===== src/rtl/mem_probe_clear.sv =====
// Memory size probe followed by an optional throttled zero-fill, driving a
// single-word memory controller through a ready/strobe handshake.
module mem_probe_clear #(
    parameter int AW         = 27,
    parameter int DW         = 16,
    parameter int NPROBE     = 3,
    parameter int SIG_SEED   = 1032,
    parameter int SIG_STEP   = 1032,
    parameter int GUARD_DATA = 12345,
    parameter int CLEAR_EN   = 1,
    parameter int CLR_AW     = 25,
    parameter int CLR_GAP    = 31
) (
    input  logic              clk_sys,
    input  logic              reset_n,
    input  logic              start,
    input  logic              mem_ready,
    input  logic [DW-1:0]     mem_dout,
    output logic [AW-1:0]     mem_addr,
    output logic [DW-1:0]     mem_din,
    output logic              mem_we,
    output logic              mem_rd,
    output logic [NPROBE-1:0] probe_mask,
    output logic              probe_done,
    output logic              clear_done,
    output logic              busy
);

    localparam int IW = $clog2(NPROBE);
    localparam int CW = CLR_AW + 1;
    localparam logic [IW-1:0] LAST_IDX   = IW'(NPROBE - 1);
    localparam logic [AW-1:0] GUARD_ADDR = AW'(1) << (AW - NPROBE);
    localparam logic [7:0]    GAP_LAST   = 8'(CLR_GAP - 1);

    typedef enum logic [2:0] {
        S_IDLE,
        S_WR,
        S_GUARD,
        S_RD,
        S_CLEAR,
        S_DONE
    } state_e;

    // ISSUE: strobe on ready; GAP: mandatory dead cycle; WAIT: read data
    // capture on ready; THROT: clear bandwidth throttle.
    typedef enum logic [1:0] {
        P_ISSUE,
        P_GAP,
        P_WAIT,
        P_THROT
    } phase_e;

    state_e            state_q, state_d;
    phase_e            phase_q, phase_d;
    logic [IW-1:0]     idx_q, idx_d;
    logic [CW-1:0]     clr_cnt_q, clr_cnt_d;
    logic [7:0]        gap_cnt_q, gap_cnt_d;
    logic [AW-1:0]     addr_q, addr_d;
    logic [DW-1:0]     din_q, din_d;
    logic [NPROBE-1:0] mask_q, mask_d;
    logic              pdone_q, pdone_d;
    logic              cdone_q, cdone_d;
    logic              started_q, started_d;
    logic              issue;
    logic              go_wr;

    function automatic logic [AW-1:0] probe_addr(input logic [IW-1:0] i);
        if (i == '0) begin
            return '0;
        end
        return AW'(1) << (AW - NPROBE + int'(i));
    endfunction

    function automatic logic [DW-1:0] sig_of(input logic [IW-1:0] i);
        return DW'(SIG_SEED) + DW'(i) * DW'(SIG_STEP);
    endfunction

    assign issue      = (phase_q == P_ISSUE) && mem_ready;
    assign mem_we     = issue && (state_q inside {S_WR, S_GUARD, S_CLEAR});
    assign mem_rd     = issue && (state_q == S_RD);
    assign busy       = !(state_q inside {S_IDLE, S_DONE});
    assign mem_addr   = addr_q;
    assign mem_din    = din_q;
    assign probe_mask = mask_q;
    assign probe_done = pdone_q;
    assign clear_done = cdone_q;

    always_ff @(posedge clk_sys or negedge reset_n) begin
        if (!reset_n) begin
            state_q   <= S_IDLE;
            phase_q   <= P_ISSUE;
            idx_q     <= '0;
            clr_cnt_q <= '0;
            gap_cnt_q <= '0;
            addr_q    <= '0;
            din_q     <= '0;
            mask_q    <= '0;
            pdone_q   <= 1'b0;
            cdone_q   <= 1'b0;
            started_q <= 1'b0;
        end else begin
            state_q   <= state_d;
            phase_q   <= phase_d;
            idx_q     <= idx_d;
            clr_cnt_q <= clr_cnt_d;
            gap_cnt_q <= gap_cnt_d;
            addr_q    <= addr_d;
            din_q     <= din_d;
            mask_q    <= mask_d;
            pdone_q   <= pdone_d;
            cdone_q   <= cdone_d;
            started_q <= started_d;
        end
    end

    always_comb begin
        state_d   = state_q;
        phase_d   = phase_q;
        idx_d     = idx_q;
        clr_cnt_d = clr_cnt_q;
        gap_cnt_d = gap_cnt_q;
        addr_d    = addr_q;
        din_d     = din_q;
        mask_d    = mask_q;
        pdone_d   = pdone_q;
        cdone_d   = cdone_q;
        started_d = started_q;
        go_wr     = 1'b0;

        unique case (state_q)
            S_IDLE: begin
                if (start || (!started_q && mem_ready)) begin
                    go_wr = 1'b1;
                end
            end

            // Highest probe first so a low alias overwrites a high one.
            S_WR: begin
                if (phase_q == P_ISSUE) begin
                    if (mem_ready) begin
                        phase_d = P_GAP;
                    end
                end else if (idx_q == '0) begin
                    state_d = S_GUARD;
                    phase_d = P_ISSUE;
                    addr_d  = GUARD_ADDR;
                    din_d   = DW'(GUARD_DATA);
                end else begin
                    phase_d = P_ISSUE;
                    idx_d   = idx_q - 1'b1;
                    addr_d  = probe_addr(idx_q - 1'b1);
                    din_d   = sig_of(idx_q - 1'b1);
                end
            end

            S_GUARD: begin
                if (phase_q == P_ISSUE) begin
                    if (mem_ready) begin
                        phase_d = P_GAP;
                    end
                end else begin
                    state_d = S_RD;
                    phase_d = P_ISSUE;
                    idx_d   = LAST_IDX;
                    addr_d  = probe_addr(LAST_IDX);
                    din_d   = '0;
                end
            end

            S_RD: begin
                unique case (phase_q)
                    P_ISSUE: begin
                        if (mem_ready) begin
                            phase_d = P_GAP;
                        end
                    end
                    P_GAP: phase_d = P_WAIT;
                    default: begin
                        if (mem_ready) begin
                            mask_d[idx_q] = (mem_dout == sig_of(idx_q));
                            phase_d       = P_ISSUE;
                            if (idx_q == '0) begin
                                pdone_d = 1'b1;
                                if (CLEAR_EN != 0) begin
                                    state_d   = S_CLEAR;
                                    clr_cnt_d = '0;
                                    addr_d    = '0;
                                    din_d     = '0;
                                end else begin
                                    state_d = S_DONE;
                                    cdone_d = 1'b1;
                                end
                            end else begin
                                idx_d  = idx_q - 1'b1;
                                addr_d = probe_addr(idx_q - 1'b1);
                            end
                        end
                    end
                endcase
            end

            // Terminal detect on the counter carry keeps the last address
            // on the bus instead of wrapping back to zero.
            S_CLEAR: begin
                unique case (phase_q)
                    P_ISSUE: begin
                        if (mem_ready) begin
                            clr_cnt_d = clr_cnt_q + 1'b1;
                            phase_d   = P_GAP;
                        end
                    end
                    P_GAP: begin
                        if (clr_cnt_q[CLR_AW]) begin
                            state_d = S_DONE;
                            phase_d = P_ISSUE;
                            cdone_d = 1'b1;
                        end else if (CLR_GAP == 0) begin
                            phase_d = P_ISSUE;
                            addr_d  = AW'(clr_cnt_q[CLR_AW-1:0]);
                        end else begin
                            phase_d   = P_THROT;
                            gap_cnt_d = '0;
                        end
                    end
                    default: begin
                        if (gap_cnt_q == GAP_LAST) begin
                            phase_d = P_ISSUE;
                            addr_d  = AW'(clr_cnt_q[CLR_AW-1:0]);
                        end else begin
                            gap_cnt_d = gap_cnt_q + 1'b1;
                        end
                    end
                endcase
            end

            default: begin
                if (start) begin
                    go_wr = 1'b1;
                end
            end
        endcase

        if (go_wr) begin
            state_d   = S_WR;
            phase_d   = P_ISSUE;
            idx_d     = LAST_IDX;
            addr_d    = probe_addr(LAST_IDX);
            din_d     = sig_of(LAST_IDX);
            mask_d    = '0;
            pdone_d   = 1'b0;
            cdone_d   = 1'b0;
            started_d = 1'b1;
        end
    end

endmodule


===== config.mk =====
export PLATFORM = sky130hd
export DESIGN_NAME = mem_probe_clear
export DESIGN_NICKNAME = d
export VERILOG_FILES = /design/src/rtl/mem_probe_clear.sv
export SDC_FILE = /design/constraint.sdc
export NUM_CORES = 1
export LEC_CHECK = 0
export CELL_PAD_IN_SITES_DETAIL_PLACEMENT = 1
export CELL_PAD_IN_SITES_GLOBAL_PLACEMENT = 2
export CORE_UTILIZATION = 36
export DETAILED_ROUTE_END_ITERATION = 8
export PLACE_DENSITY = 0.87
export SYNTH_ARGS = -nofsm -noshare
export SYNTH_HDL_FRONTEND = slang
export SYNTH_SLANG_ARGS = --single-unit

===== constraint.sdc =====
create_clock -name clk_sys -period 4.77 [get_ports clk_sys]
set_input_delay 0.954 -clock clk_sys [delete_from_list [all_inputs] [get_ports clk_sys]]
set_output_delay 0.954 -clock clk_sys [all_outputs]
set_load 0.005 [all_outputs]

==> After elaboration in Yosys (flattened, before gate mapping) <==
Cells that the tools add are included.
{ "classes": {"order_cmp": 2, "n_mul": 2, "n_reduce_logical": 37, "shifts": 1, "n_bitwise": 1, "muxes": 82, "add_sub_neg": 6, "n_eq_ne": 28} }
{ "ops": {"columns": ["op", "count"], "rows": [
  ["two-way mux 27 bit", 12],
  ["two-way mux 26 bit", 5],
  ["one-hot mux 27 bit (4 select lines)", 1],
  ["two-way mux 16 bit", 6],
  ["one-hot mux 26 bit (2 select lines)", 1],
  ["one-hot mux 16 bit (3 select lines)", 1],
  ["two-way mux 3 bit", 13],
  ["adder 11 x 13 -> 14 bit, first input constant", 2],
  ["left shift 1 x 6 -> 27 bit, first input constant", 1],
  ["adder 26 x 1 -> 26 bit, second input constant", 1],
  ["two-way mux 2 bit", 12],
  ["multiplier 2 x 8 -> 10 bit, second input constant", 2],
  ["two-way mux 1 bit", 19],
  ["!= test 3 bit, second input constant", 6],
  ["equality test 16 x 14 -> 1 bit", 1],
  ["two-way mux 8 bit", 2],
  ["one-hot mux 8 bit (2 select lines)", 1],
  ["nonzero test 2 bit", 8],
  ["two-way mux 14 bit", 1],
  ["!= test 3 x 2 -> 1 bit, second input constant", 4],
  ["one-hot mux 2 bit (3 select lines)", 2],
  ["one-hot mux 3 bit (4 select lines)", 1],
  ["AND reduction 6 bit", 2],
  ["!= test 2 bit, second input constant", 5],
  ["other kinds (33)", 50]
]} }
{ "word_totals": {"output_inout_bits": 51, "in_bits": 20, "ff_bits": 90} }

==> Longest topological paths before layout <==
Gate-level depths: netlist of the first run.
{ "logic_depth": {"ltp_word": 13, "ltp_mapped": 9, "mapped_depth_nobuf": 7} }

==> Worst setup path before layout of the first run <==
OpenSTA, ideal clock, no wires.
{ "synth_path": {"kind": "register to output", "startpoint": "register state_q[1]", "endpoint": "output mem_we", "required_ps": 3816, "path_stages_with_launch": 7, "t_arrival_ps": 1586, "slack_ps": 2230, "path_buffers": 3, "path_cell_list": "dfrtp_1 > buf_6 > nor3b_2 > clkbuf_1 > clkbuf_1 > nor2_1 > nor3_1"} }
{ "synth_via": {"elab_chain_cells": 3, "word_cells_on_any_way": 5, "classes_between": "eq/ne: 3; reduce/logical: 2"} }
{ "synth_lines": {"columns": ["item", "line", "text"], "rows": [
  ["start, declared", "53", "state_e state_q, state_d;"],
  ["start signal, assigned", "102", "state_q <= state_d;"],
  ["equality test 3 x 1 -> 1 bit, or another cell as far along", "79", "assign mem_we = issue && (state_q inside {S_WR, S_GUARD, S_CLEAR});"],
  ["nonzero test 3 bit (*)", "79", null],
  ["logical AND 1 bit (*)", "79", null],
  ["end, declared", "21", "output logic mem_we,"]
]} }
Mark *: on every way between the ends. The rest lies on a longest branch, timed or not.

==> Worst setup path in the final report of the first run <==
{ "layout_path": {"startpoint": "register state_q[2]", "endpoint": "output mem_we"} }
The elaborated chain is that of the path after synthesis.

==> results of run 1 <==
==> metal layers <==
| layer | track usage (%) | vias up |
|---|---|---|
| li1 | - | 1739 |
| met1 | 25.0 | 1810 |
| met2 | 31.8 | 69 |
| met3 | 3.62 | 10 |
| met4 | 5.78 | 0 |
| met5 | 0 | - |
==> flip-flops by register name, summed over array words and instances (netlist names) <==
signal / count
gap_cnt_q: 8
state_q: 3
started_q: 1
mem_din: 5
probe_mask: 3
probe_done: 1
clear_done: 1
idx_q: 2
mem_addr: 27
clr_cnt_q: 26
phase_q: 2
==> cell families after synthesis <==
logic type	after synthesis	synth area share, %
xor+xnor	16	3.19
buf+inv	66	7.57
flops	79	45.0
other cells	1	0.0853
mux	33	7.80
simple gates	179	21.3
fa+ha+maj	9	2.50
compound gates	84	12.6
==> cells in the final DEF (no fill, tap or decap), drive strengths merged, types with 7 or more instances in the layout <==
master | Yosys | final
a21oi | 18 | 18
mux2i | 23 | 23
buf | 21 | 8
nand2 | 56 | 56
inv | 33 | 33
mux2 | 10 | 10
o21ai | 26 | 26
dfrtp | 79 | 79
nor3 | 9 | 9
xor2 | 7 | 7
xnor2 | 9 | 9
conb | 1 | 8
o31ai | 9 | 9
nand3 | 18 | 18
or3 | 11 | 11
nand4 | 11 | 11
nor2 | 36 | 36
clkbuf | 12 | 11
ha | 8 | 8
clkdlybuf4s50 | 0 | 61
==> stage by stage <==
stage	worst slack (ps)	util, %
2_1_floorplan	2230	-
3_3_place_gp	1200	43.5
3_5_place_dp	1120	43.5
4_1_cts	1290	46.0
5_1_grt	1100	46.0
6_report	1290	46.0
==> power groups by stage <==
stage / logic, W / clock network, W / registers [W]
5_1_grt: 0.000296 / 0.000740 / 0.000802
2_1_floorplan: 0.000190 / 0 / 0.000773
3_3_place_gp: 0.000250 / 0 / 0.000799
6_report: 0.000256 / 0.000698 / 0.000791
3_5_place_dp: 0.000259 / 0 / 0.000802
4_1_cts: 0.000261 / 0.000718 / 0.000790
==> how the worst max path moves through the flow <==
stage	startpoint	end	slack, ps	cells past startpoint
6_report	state_q[2]	mem_we	1290	4
5_1_grt	state_q[2]	mem_we	1100	4
4_1_cts	state_q[2]	mem_we	1290	4
3_5_place_dp	mem_ready	mem_addr[10]	1120	7
3_3_place_gp	mem_ready	mem_addr[10]	1200	7
2_1_floorplan	state_q[1]	mem_we	2230	6
==> cell type report <==
| cell class | instances | area [um2] | share of cell area [%] |
|---|---|---|---|
| Multi-Input combinational cell | 329 | 2120 | 39.5 |
| Clock inverter | 5 | 57.6 | 1.07 |
| Sequential cell | 79 | 1980 | 36.8 |
| Timing Repair Buffer | 69 | 671 | 12.5 |
| Clock buffer | 11 | 243 | 4.52 |
| Tap cell | 143 | 179 | 3.33 |
| Inverter | 33 | 124 | 2.31 |
==> impl_results.md, run 1 <==
- DR pass1 iterations: 4
- EDFF count, synth: 0
- Int Pwr: 0.00125 W
- Power Total: 0.00175 W
- Final-report setup violation count: 0
- F_max: 288 MHz
- Reg2reg setup slack: 1470 ps
- Post-Synthesis Cells: 467
- Vias in the first global route: 3893
- Most frequent cells after synthesis: dfrtp_1 (79), nand2_1 (56), nor2_1 (36)
- Yosys reg bits: 79
- Post-Syn Area: 4400 um2
- Critical Path RT: 3820 ps
- Max_slew headroom: 32.3%
- Fill cells: 1329
- CTS Sinks: 79
- Area contributors post-synth: dfrtp_1 (45%), mux2i_1 (5.2%), nand2_1 (4.8%)
- CP max stage cell: dfrtp_1
- Cell with the most instances after synthesis: dfrtp_1
- Sequential-to-total area share from yosys stat: 45.0%
- Final Hold Fails: 0
- RSZ-0062 raised after global routing: false
- Routed wl met3: 339 um
- Crit path capture type: output port
- Worst Hold End: started_q
- Final Skew: 9.61 ps
- IO Pins: 71
- Layout cells sized above 1: 8.56%
- Net count, final: 549
- FFs w/ async S/R, synth: 100%
- Final Cell Area: 5370 um2
- Avg WL per Cell: 16.4 um
- Min-Delay Path Depth: 1
- Final wirelength: 10.9 mm
- Die width: 113 um
- Postcts setup bufs: 0
- Leak Pwr: 2.19 nW
- Area leader, netlist: dfrtp_1
- First-pass GRT wire length: 19.1 mm
- Hold wc startpoint: started_q
- Inst Count DP: 653
- Vias post-DR: 3628
- CTS tree: built
- Slew @ Worst Pin: 1020 ps
- DRT met1 WL: 5.23 mm
- Main synth FF type: dfrtp_1
- Sequential share of power: 45.3%
- Met2 wire len: 5.25 mm
- Die Ht: 113 um
- Pwr dens: 325 nW/um2
- Sw Ratio: 28.2%
- Clock buffer depth: 2
- Global route overflow: 0
- Worst-Skew Late Latency: 340 ps
- Cell variety after synth: 65
- Max VDD drop: 0.160 mV
- Outcome: completed
- CP arrival: 2520 ps
- Cell Rows: 39
- Routability cong.: 0.798
- CTS buffer count: 9
- Critical path's largest stage delay: 670 ps
- Post-Layout Cell Count: 669
- Final min period: 3480 ps
- Core box area: 11700 um2
- Cell family with most CP delay: simple AND/OR/NAND/NOR gates
- Worst path buffer plus inverter count: 1
- Pin count of the biggest net entering global routing: 80
- Yosys warns: 0
- Hold_ws: 478 ps
- Total Routing Usage GR: 19.0%
- FF-to-FF path depth: 6
- Worst R2R End: mem_addr[10]
- Buffers on Ports: 62
- Residual DRC count: 0
- Top-area cell type share of the netlist area: 45.0%
- Comb power frac: 14.7%
- Clock slew at reported path FFs: 60 ps
- Period Utilization, post-route: 72.9%
- Worst-path cell chain: nor3b_4, nor2_1, nor3_1, clkdlybuf4s50_1
- CTS H-tree depth: 3
- Setup TNS: 0 ps
- CP max FO: 17
- Vias/cell: 5.42
- Initial DRC Count: 131
- Switch Pwr: 0.000493 W
- DR top layer: met4
- Critical path class: reg2out
- CTS Hold Bufs: 0
- Syn avg cell area: 9.41 um2
- Placed inst area: 5070 um2
- Max-cap violations: 0
- Area growth, synth to finish: 22.1%
- R2r startpoint: state_q[1]
- CP Launch Type: register
- Root Buffer: clkbuf_16
- Post_cts resized: 0
- Max-slew violations: 0
- Hold Crit Class: reg2reg
- # diodes: 0
- Initial antenna violation count: 0
- Die area: 12700 um2
- Clk pwr share: 40.0%
- DP HPWL: 7.69 mm
- Final ANT Viol Nets: 0
- Starting density of the core: 37.7%
Power figures use the tool's default switching activity.
==> inputs of run 2 (changes only) <==
--- a/config.mk
+++ b/config.mk
@@ -7,9 +7,9 @@
 export LEC_CHECK = 0
 export CELL_PAD_IN_SITES_DETAIL_PLACEMENT = 1
 export CELL_PAD_IN_SITES_GLOBAL_PLACEMENT = 2
-export CORE_UTILIZATION = 36
+export CORE_UTILIZATION = 33
 export DETAILED_ROUTE_END_ITERATION = 8
-export PLACE_DENSITY = 0.87
+export PLACE_DENSITY = 0.8
 export SYNTH_ARGS = -nofsm -noshare
 export SYNTH_HDL_FRONTEND = slang
 export SYNTH_SLANG_ARGS = --single-unit
==> constraint.sdc (replaced) <==
create_clock -name clk_sys -period 3.65 [get_ports clk_sys]
set_input_delay 0.73 -clock clk_sys [delete_from_list [all_inputs] [get_ports clk_sys]]
set_output_delay 0.73 -clock clk_sys [all_outputs]
set_load 0.005 [all_outputs]
==> run 2 against run 1 <==
  * Register-to-register slack got worse by 530 ps
  * First-iteration DRC count fell by 21%
  * Clock skew decreased by 2.0 ps
  * Flip-flop and latch count did not move
  * Total power is 31% higher
  * Global-route usage is 1.5 points lower
  * Sequential share of layout area is 0.38 points lower
  * Die area grew 8.9%
  * Clock power up 31%
  * Non-clock buffer count rose by 3
  * Largest cell class unchanged
  * Largest power group unchanged
==> impl_results.md, run 2 (same netlist as run 1, synthesis figures left out) <==
- Outcome: completed
- Final Cell Area: 5430 um2 (+1.0%)
- Reg area: 1980 um2 (unchanged)
- CP arrival: 2460 ps (-60 ps)
- CTS buffer count: 9 (unchanged)
- Multi-input logic area: 2120 um2 (unchanged)
- Final Skew: 7.62 ps (-1.99 ps)
- Setup TNS: 0 ps (unchanged)
- Residual DRC count: 0 (unchanged)
- Max-slew violations: 0 (unchanged)
- Post_cts resized: 0 (unchanged)
- Placed inst area: 5130 um2 (+1.2%)
- # diodes: 0 (unchanged)
- Vias post-DR: 3599 (-0.80%)
- Avg WL per Cell: 16.1 um (-1.5%)
- Layout cells sized above 1: 9.09% (+0.54 points)
- Hold Crit Class: reg2reg
- Root Buffer: clkbuf_16
- Total Routing Usage GR: 17.5% (-1.5 points)
- Final-report setup violation count: 0 (unchanged)
- Slew @ Worst Pin: 1050 ps (+32.3 ps)
- Hold_ws: 490 ps (+11.6 ps)
- Cell Rows: 41 (+5.1%)
- CTS H-tree depth: 3 (unchanged)
- Final ANT Viol Nets: 0 (unchanged)
- Setup slack after layout: 459 ps (-834 ps)
- Vias/cell: 5.14 (-5.2%)
- Worst-Skew Late Latency: 340 ps (about the same)
- CP Launch Type: register
- Worst R2R End: clr_cnt_q[25]
- DR pass1 iterations: 4 (unchanged)
- Routability cong.: 0.768 (-3.8%)
- IO Pins: 71 (unchanged)
- Clock buffer depth: 2 (unchanged)
- Reg2reg setup slack: 940 ps (-530 ps)
- RSZ-0062 raised after global routing: false
- DP HPWL: 7.86 mm (+2.2%)
- Initial DRC Count: 104 (-21%)
- Pwr dens: 421 nW/um2 (+30%)
- Clock slew at reported path FFs: 60 ps (about the same)
- Buffers on Ports: 62 (unchanged)
- Max_slew headroom: 30.1% (-2.2 points)
- Initial antenna violation count: 0 (unchanged)
- F_max: 313 MHz
- CP max FO: 17 (unchanged)
- CTS Hold Bufs: 0 (unchanged)
- Vias in the first global route: 3740 (-3.9%)
- Period Utilization, post-route: 87.4%
- CTS tree: built
- CTS Sinks: 79 (unchanged)
- Pin count of the biggest net entering global routing: 80 (unchanged)
- Final Hold Fails: 0 (unchanged)
- First-pass GRT wire length: 19.4 mm (+1.8%)
- FF-to-FF path depth: 5 (-1)
- Commonest cells after routing, fill and taps aside: dfrtp_1 (79), clkdlybuf4s50_1 (61), nand2_1 (56)
- Area growth, synth to finish: 23.4%
- Core box area: 12800 um2 (+10%)
- Leak Pwr: 2.22 nW (+1.3%)
- Final wirelength: 11.3 mm (+3.0%)
- Critical path class: reg2out
- Max VDD drop: 0.229 mV (+43%)
- Final min period: 3190 ps
- Global route overflow: 0 (unchanged)
- Postcts setup bufs: 0 (unchanged)
- Net count, final: 552 (+0.55%)
- Most common cell after layout, fill and taps aside: dfrtp_1
- Crit path capture type: output port
- Max-cap violations: 0 (unchanged)
- Setup crit start: state_q[2]
- Die width: 117 um (+4.4%)
- Worst slack, placed: 394 ps (-722 ps)
- Max FFs per register: 27 (unchanged)
- Critical Path RT: 2920 ps (-900 ps)
- Die Ht: 117 um (+4.4%)
- R2r startpoint: state_q[2]
- Fill cells: 1480 (+11%)
- Crit path to: mem_we
- Die area: 13800 um2 (+8.9%)
- Starting density of the core: 34.3% (-3.4 points)
run 2: cell count changes in the layout (fill, tap and decap cells not counted), sizes merged:
| cell | before | now |
|---|---|---|
| buf | 8 | 11 |
| clkinv | 1 | 3 |
| clkinvlp | 3 | 0 |
run 2: layout make-up:
cell class	count	area share, %
clock inverters	4	0.830
inverters	33	2.28
multi-input cells	329	39.1
repair buffers	72	12.8
flip-flops and latches	79	36.4
clock buffers	11	4.66
well taps	172	3.97
run 2: power breakdown:
group	internal (W)	switching, W	leakage [nW]
Clock	0.000560	0.000356	0.151
Combinational	0.000150	0.000187	1.03
Sequential	0.000941	0.0000919	1.04
Total	0.00165	0.000635	2.22
run 2: critical path: stages (launching register included):
cell and delay [ps]:
dfrtp_1 670, nor3b_4 620, nor2_1 150, nor3_1 160, clkdlybuf4s50_1 520
run 2: stage by stage:
stage | utilization (%) | std cells | total power, W
2_1_floorplan | - | 474 | 0.00126
3_3_place_gp | 40.0 | 685 | 0.00138
3_5_place_dp | 40.0 | 685 | 0.00139
4_1_cts | 42.3 | 700 | 0.00232
5_1_grt | 42.3 | 700 | 0.00243
6_report | 42.3 | 700 | 0.00229
run 2: worst min path at each step:
stage / start / to / cells past startpoint
after floorplan: reset_n / clear_done / 0
after global placement: started_q / started_q / 1
after detailed placement: started_q / started_q / 1
after CTS: started_q / started_q / 1
after global routing: started_q / started_q / 1
final: started_q / started_q / 1
run 2: metal layers:
layer / up-vias / track usage (%) / part of all wire (%)
li1: 1731 / - / -
met1: 1800 / 23.0 / 47
met2: 57 / 28.7 / 49
met3: 11 / 3.40 / 2.9
met4: 0 / 6.25 / 1.4
met5: - / 0 / 0
==> inputs of run 3 (changes only) <==
--- a/config.mk
+++ b/config.mk
@@ -9,7 +9,9 @@
 export CELL_PAD_IN_SITES_GLOBAL_PLACEMENT = 2
 export CORE_UTILIZATION = 33
 export DETAILED_ROUTE_END_ITERATION = 8
+export GPL_ROUTABILITY_DRIVEN = 0
 export PLACE_DENSITY = 0.8
+export SETUP_SLACK_MARGIN = 0.02
 export SYNTH_ARGS = -nofsm -noshare
 export SYNTH_HDL_FRONTEND = slang
 export SYNTH_SLANG_ARGS = --single-unit
==> results of run 3 <==
The final DEF is identical to that of run 2; final timing and power are the same.
